--- config.mk ---
export PLATFORM = sky130hd
export DESIGN_NAME = instr_fetch_unit
export DESIGN_NICKNAME = d
export VERILOG_FILES = /design/src/rtl/instr_fetch_unit.sv
export SDC_FILE = /design/constraint.sdc
export NUM_CORES = 2
export LEC_CHECK = 0
export CORE_ASPECT_RATIO = 1.4
export CORE_MARGIN = 5
export CORE_UTILIZATION = 55
export CTS_BUF_LIST = sky130_fd_sc_hd__clkbuf_8
export DETAILED_ROUTE_END_ITERATION = 6
export PLACE_DENSITY = 0.71
export SYNTH_ARGS = -nofsm -noshare
export SYNTH_HDL_FRONTEND = slang
export SYNTH_SLANG_ARGS = --single-unit
--- constraint.sdc ---
create_clock -name clk -period 7.2 [get_ports clk]
set_clock_uncertainty 0.15 [all_clocks]
set_input_delay 2.16 -clock clk [delete_from_list [all_inputs] [get_ports clk]]
set_output_delay 2.16 -clock clk [all_outputs]
set_load 0.01 [all_outputs]
--- src/rtl/instr_fetch_unit.sv ---
// Instruction fetch unit for the MIPS single-cycle datapath.
// Holds the PC and a word-addressed instruction memory, and presents the
// current instruction combinationally so its opcode can drive the control unit.
// A small FSM sequences program load, execution and a sticky fault halt.
//
//   state | meaning
//   ------+--------------------------------------------------------------
//   IDLE  | after reset; waits for prog_mode (load) or start (run)
//   PROG  | program-load port writes memory; PC parked at RESET_PC
//   RUN   | PC advances each cycle (stall / jump / branch / sequential)
//   HALT  | PC left the memory range; sticky until reset
module instr_fetch_unit #(
  parameter int          IMEM_DEPTH = 64,
  parameter logic [31:0] RESET_PC   = 32'h0000_0000
) (
  input  logic                          clk,
  input  logic                          reset,
  input  logic                          prog_mode,
  input  logic                          prog_we,
  input  logic [$clog2(IMEM_DEPTH)-1:0] prog_addr,
  input  logic [31:0]                   prog_data,
  input  logic                          start,
  input  logic                          stall,
  input  logic                          branch,
  input  logic                          zero,
  input  logic                          jump,
  output logic [31:0]                   pc,
  output logic [31:0]                   pc_plus4,
  output logic [31:0]                   instr,
  output logic [5:0]                    opcode,
  output logic                          fetch_valid,
  output logic                          addr_fault,
  output logic [1:0]                    state
);

  localparam int AW = $clog2(IMEM_DEPTH);

  typedef enum logic [1:0] {
    S_IDLE = 2'd0,
    S_PROG = 2'd1,
    S_RUN  = 2'd2,
    S_HALT = 2'd3
  } state_e;

  state_e      state_q, state_d;
  logic [31:0] pc_q, pc_d;
  logic        fault_q, fault_d;

  logic [31:0] mem [IMEM_DEPTH];

  logic        in_range;
  logic        valid_w;
  logic [31:0] rd_word;
  logic [31:0] instr_w;
  logic [31:0] pc_plus4_w;
  logic [31:0] br_off;
  logic [31:0] br_tgt;
  logic [31:0] jmp_tgt;

  // Depth is a power of two, so "word index < depth" is just "upper bits zero".
  assign in_range   = (pc_q[31:AW+2] == '0);
  assign rd_word    = mem[pc_q[AW+1:2]];
  assign valid_w    = (state_q == S_RUN) && in_range;
  assign instr_w    = valid_w ? rd_word : 32'h0;
  assign pc_plus4_w = pc_q + 32'd4;
  assign br_off     = {{14{instr_w[15]}}, instr_w[15:0], 2'b00};
  assign br_tgt     = pc_plus4_w + br_off;
  assign jmp_tgt    = {pc_plus4_w[31:28], instr_w[25:0], 2'b00};

  assign pc          = pc_q;
  assign pc_plus4    = pc_plus4_w;
  assign instr       = instr_w;
  assign opcode      = instr_w[31:26];
  assign fetch_valid = valid_w;
  assign addr_fault  = fault_q;
  assign state       = state_q;

  // Program-load writes; contents survive reset on purpose.
  always_ff @(posedge clk) begin
    if (!reset && (state_q == S_PROG) && prog_we) begin
      mem[prog_addr] <= prog_data;
    end
  end

  // Next state, next PC and fault flag.
  always_comb begin
    state_d = state_q;
    pc_d    = pc_q;
    fault_d = fault_q;
    unique case (state_q)
      S_IDLE: begin
        if (prog_mode) begin
          state_d = S_PROG;
          pc_d    = RESET_PC;
        end else if (start) begin
          state_d = S_RUN;
          pc_d    = RESET_PC;
        end
      end
      S_PROG: begin
        if (!prog_mode) begin
          state_d = S_IDLE;
        end
      end
      S_RUN: begin
        if (prog_mode) begin
          // The instruction in flight is abandoned.
          state_d = S_PROG;
          pc_d    = RESET_PC;
        end else if (!in_range) begin
          // PC freezes at the offending address for post-mortem.
          state_d = S_HALT;
          fault_d = 1'b1;
        end else if (stall) begin
          pc_d = pc_q;
        end else if (jump) begin
          pc_d = jmp_tgt;
        end else if (branch && zero) begin
          pc_d = br_tgt;
        end else begin
          pc_d = pc_plus4_w;
        end
      end
      S_HALT: begin
        state_d = S_HALT;
      end
      default: begin
        state_d = S_IDLE;
      end
    endcase
  end

  // State, PC and fault registers with synchronous reset.
  always_ff @(posedge clk) begin
    if (reset) begin
      state_q <= S_IDLE;
      pc_q    <= RESET_PC;
      fault_q <= 1'b0;
    end else begin
      state_q <= state_d;
      pc_q    <= pc_d;
      fault_q <= fault_d;
    end
  end

endmodule

==> run summary <==
WP data required: 4.89 ns
fmax: 0.142 GHz
Num CTS Buffers: 312
area of the multi-input gates: 0.0196 mm^2
Die X: 337 um
all-layer global routing usage: 28.0%
first-pass GRT wire length: 309000 um
die height: 468 um
Hold Worst Slack: 0.326 ns
CP Launch Type: register
IO Port Bufs: 148
Max Cap Violations: 0
DR vias: 41836
CTS tree: done
outcome: finished, final reports clean
synthesized cell area: 0.0825 mm^2
Initial Util: 55.2%
Final WS setup: 0.171 ns
dpl cells: 5779
FILL cells: 9918
DR iter-0 viols: 5400
Max clock buf depth: 4
nets: 4218
pre-CTS setup slack: 1.03 ns
register area share after synthesis: 75.5%
first-pass detailed-route iteration total: 5
crit path DAT: 4.72 ns
worst path cell trace: buf_12 -> mux4_2 -> mux4_2 -> mux4_2 -> nand2_1 -> inv_1 -> clkdlybuf4s50_1
Area Overhead vs Synth: 12.6%
Ports: 153
switch share: 20.6%
min-delay worst type: reg2reg
Synth area leader: edfxtp_1
clock slew at reported path FFs: 0.06 ns
Worst path most repeated cell: mux4_2
Clock Tree Root: clkbuf_8
post-CTS sizing: 0
Psw: 4.55 mW
Synth top area share: 74.5%
H-tree levels: 5
Synth Instances: 3719
relative slew slack: 23.8%
DRT antenna net count: 0
unrepaired setup endpoints after global routing: no
Static Leak: 28.4 nW
Worst Max-Slew Pin Slew: 1.14 ns
ys flop type: edfxtp_1
Reg area: 0.0623 mm^2
vias in the first global route: 41602
post-route insts no fill: 6301
worst stage delay on the critical path: 0.76 ns
largest cells by area after synthesis: edfxtp_1 (75%), mux4_2 (17%), dfxtp_1 (0.95%)
DRC Markers: 0
total wire length: 219000 um
Setup CP Type: reg2out
fraction of layout cells with a size suffix above 1: 29.2%
total power after layout: 22.1 mW
CP bufs+invs: 3
largest net degree at the start of global routing: 89
Final Setup Violations: 0
maximum vdd drop: 0.000134 V
worst-path fanout max: 88
setup TNS: 0 ns
Clk pwr share: 37.9%
Flop pwr share: 60.3%
Slew Limit Fails: 0
FF+latch count, synth: 2087
power per cell area: 238 mW/mm^2
Post-synth ARST share: 0%
Congestion Overflow GR: 0
critical path's top delay family: multiplexers
Fin. Hold Viols: 0
Tmin final: 7.03 ns
Post-synth EDFFs: 2048
CP endpoint kind: output pin
internal power: 17.6 mW
GPL Wtd Cong: 0.922
DIE AREA: 0.158 mm^2
Core Rows: 168
Core Area: 0.149 mm^2
worst skew pair latency: 1.02 ns
Final period util: 97.6%
WL/cell: 34.7 um
critical path's slowest cell: dfxtp_4
combinational fraction of design power: 1.8%
TritonCTS Sinks: 2087
DR vias/cell: 6.64
synth unique cells: 79
Yosys warning total: 0
dpl hpwl: 124000 um
Avg Inst Size Synth: 22.2 um^2
antenna violations before repair: 17
-- synthesized netlist by cell type, drive strengths merged (11+ instances only) --
library cell / n
a211oi: 15
a21o: 24
a21oi: 59
a22oi: 16
and2: 30
and3: 11
buf: 117
clkbuf: 92
dfxtp: 39
edfxtp: 2048
ha: 29
inv: 22
mux2i: 52
mux4: 626
nand2: 94
nand2b: 21
nand3: 44
nand4: 12
nor2: 122
nor2b: 16
nor3: 11
nor4: 11
o21ai: 49
xnor2: 36
xor2: 15
-- per-stage QoR --
step	util, %	instance area (um^2)
2_1_floorplan	-	82500
3_3_place_gp	58.6	87700
3_5_place_dp	58.6	87700
4_1_cts	62.2	92900
5_1_grt	62.2	92900
6_report	62.2	92900
-- per-layer routing --
| metal | share of wire, % | vias up | GRT usage (%) |
|---|---|---|---|
| li1 | - | 16593 | - |
| met1 | 35 | 22164 | 37.2 |
| met2 | 51 | 2628 | 46.7 |
| met3 | 10 | 443 | 5.88 |
| met4 | 4.1 | 8 | 10.3 |
| met5 | 0.019 | - | 0 |
-- worst min-delay path, delay by kind of cell (launching register included) --
family	cells	cell delay (ns)
simple gates	1	0.07
flops	1	0.33
compound gates	1	0.04
-- flip-flops by register name, indices dropped and copies added, names as in the netlist, named ones only --
| signal | cells |
|---|---|
| mem | 2048 |
| pc | 30 |
| state | 2 |
| addr_fault | 1 |
-- layout by cell type (no fill, tap or decap), types with 11 or more instances in the layout --
| cell type | Yosys | layout |
|---|---|---|
| and3_1 | 11 | 11 |
| inv_1 | 20 | 119 |
| clkinv_2 | 0 | 20 |
| clkdlybuf4s50_1 | 0 | 118 |
| nand2b_1 | 21 | 21 |
| xnor2_1 | 35 | 35 |
| a211oi_1 | 14 | 14 |
| a22oi_1 | 16 | 16 |
| a21oi_1 | 58 | 58 |
| and2_1 | 29 | 29 |
| nand3_1 | 43 | 43 |
| clkinv_1 | 0 | 68 |
| nor2_4 | 0 | 64 |
| mux4_2 | 626 | 626 |
| nor2b_1 | 16 | 16 |
| buf_2 | 52 | 30 |
| nand2_1 | 94 | 94 |
| o21ai_1 | 15 | 15 |
| mux2i_1 | 52 | 52 |
| xor2_1 | 15 | 15 |
| nor3_1 | 11 | 11 |
| edfxtp_1 | 2048 | 2048 |
| dfxtp_1 | 39 | 33 |
| nand4_1 | 12 | 12 |
| o21ai_0 | 34 | 34 |
| buf_4 | 36 | 109 |
| clkbuf_8 | 0 | 316 |
| a21o_1 | 24 | 24 |
| nor2_1 | 122 | 58 |
| buf_12 | 0 | 58 |
| ha_1 | 29 | 29 |
-- layout make-up --
| type | instances | area share, % |
|---|---|---|
| diodes | 9 | 0.0242 |
| clock buffers | 316 | 4.68 |
| clock inverters | 193 | 0.905 |
| inverters | 22 | 0.0889 |
| multi-input cells | 1404 | 21.1 |
| flip-flops and latches | 2087 | 67.1 |
| well taps | 1955 | 2.63 |
| repair buffers | 315 | 3.56 |
-- worst paths after layout --
check,slack [ns],endpoint,from,cells after the start
max,0.17,instr[20],register,7
min,0.33,addr_fault$_SDFFE_PP0P_,addr_fault$_SDFFE_PP0P_,2
max reg2reg,1.41,pc[26]$_SDFFE_PP0P_,register,17
min reg2reg,0.33,addr_fault$_SDFFE_PP0P_,addr_fault$_SDFFE_PP0P_,2
-- what timing repair did --
item / 4_1_cts / 5_1_grt
endpoints found under the setup margin: 4 / 0
hold buffers: 0 / 0
setup buffers: 4 / 0
-- logic make-up (layout without fill, tap and decap cells) --
kind of cell    after synthesis  in the layout  synth area share [%]
mux                         688            688                  17.8
buf+inv                     231            846                  1.43
fa+ha+maj                    29             29                 0.440
other cells                   1             13               0.00454
compound gates              242            242                  1.98
flops                      2087           2087                  75.5
xor+xnor                     51             51                 0.550
simple gates                390            390                  2.28
-- power by group through the flow --
stage / sequential [mW] / combinational (mW) / clock (mW)
5_1_grt: 13.3 / 0.429 / 9.12
6_report: 13.3 / 0.398 / 8.40
2_1_floorplan: 13.6 / 0.144 / 0
3_5_place_dp: 13.6 / 0.396 / 0
3_3_place_gp: 13.6 / 0.380 / 0
4_1_cts: 13.3 / 0.398 / 8.54
No activity file was read; power rests on OpenSTA's default activity.
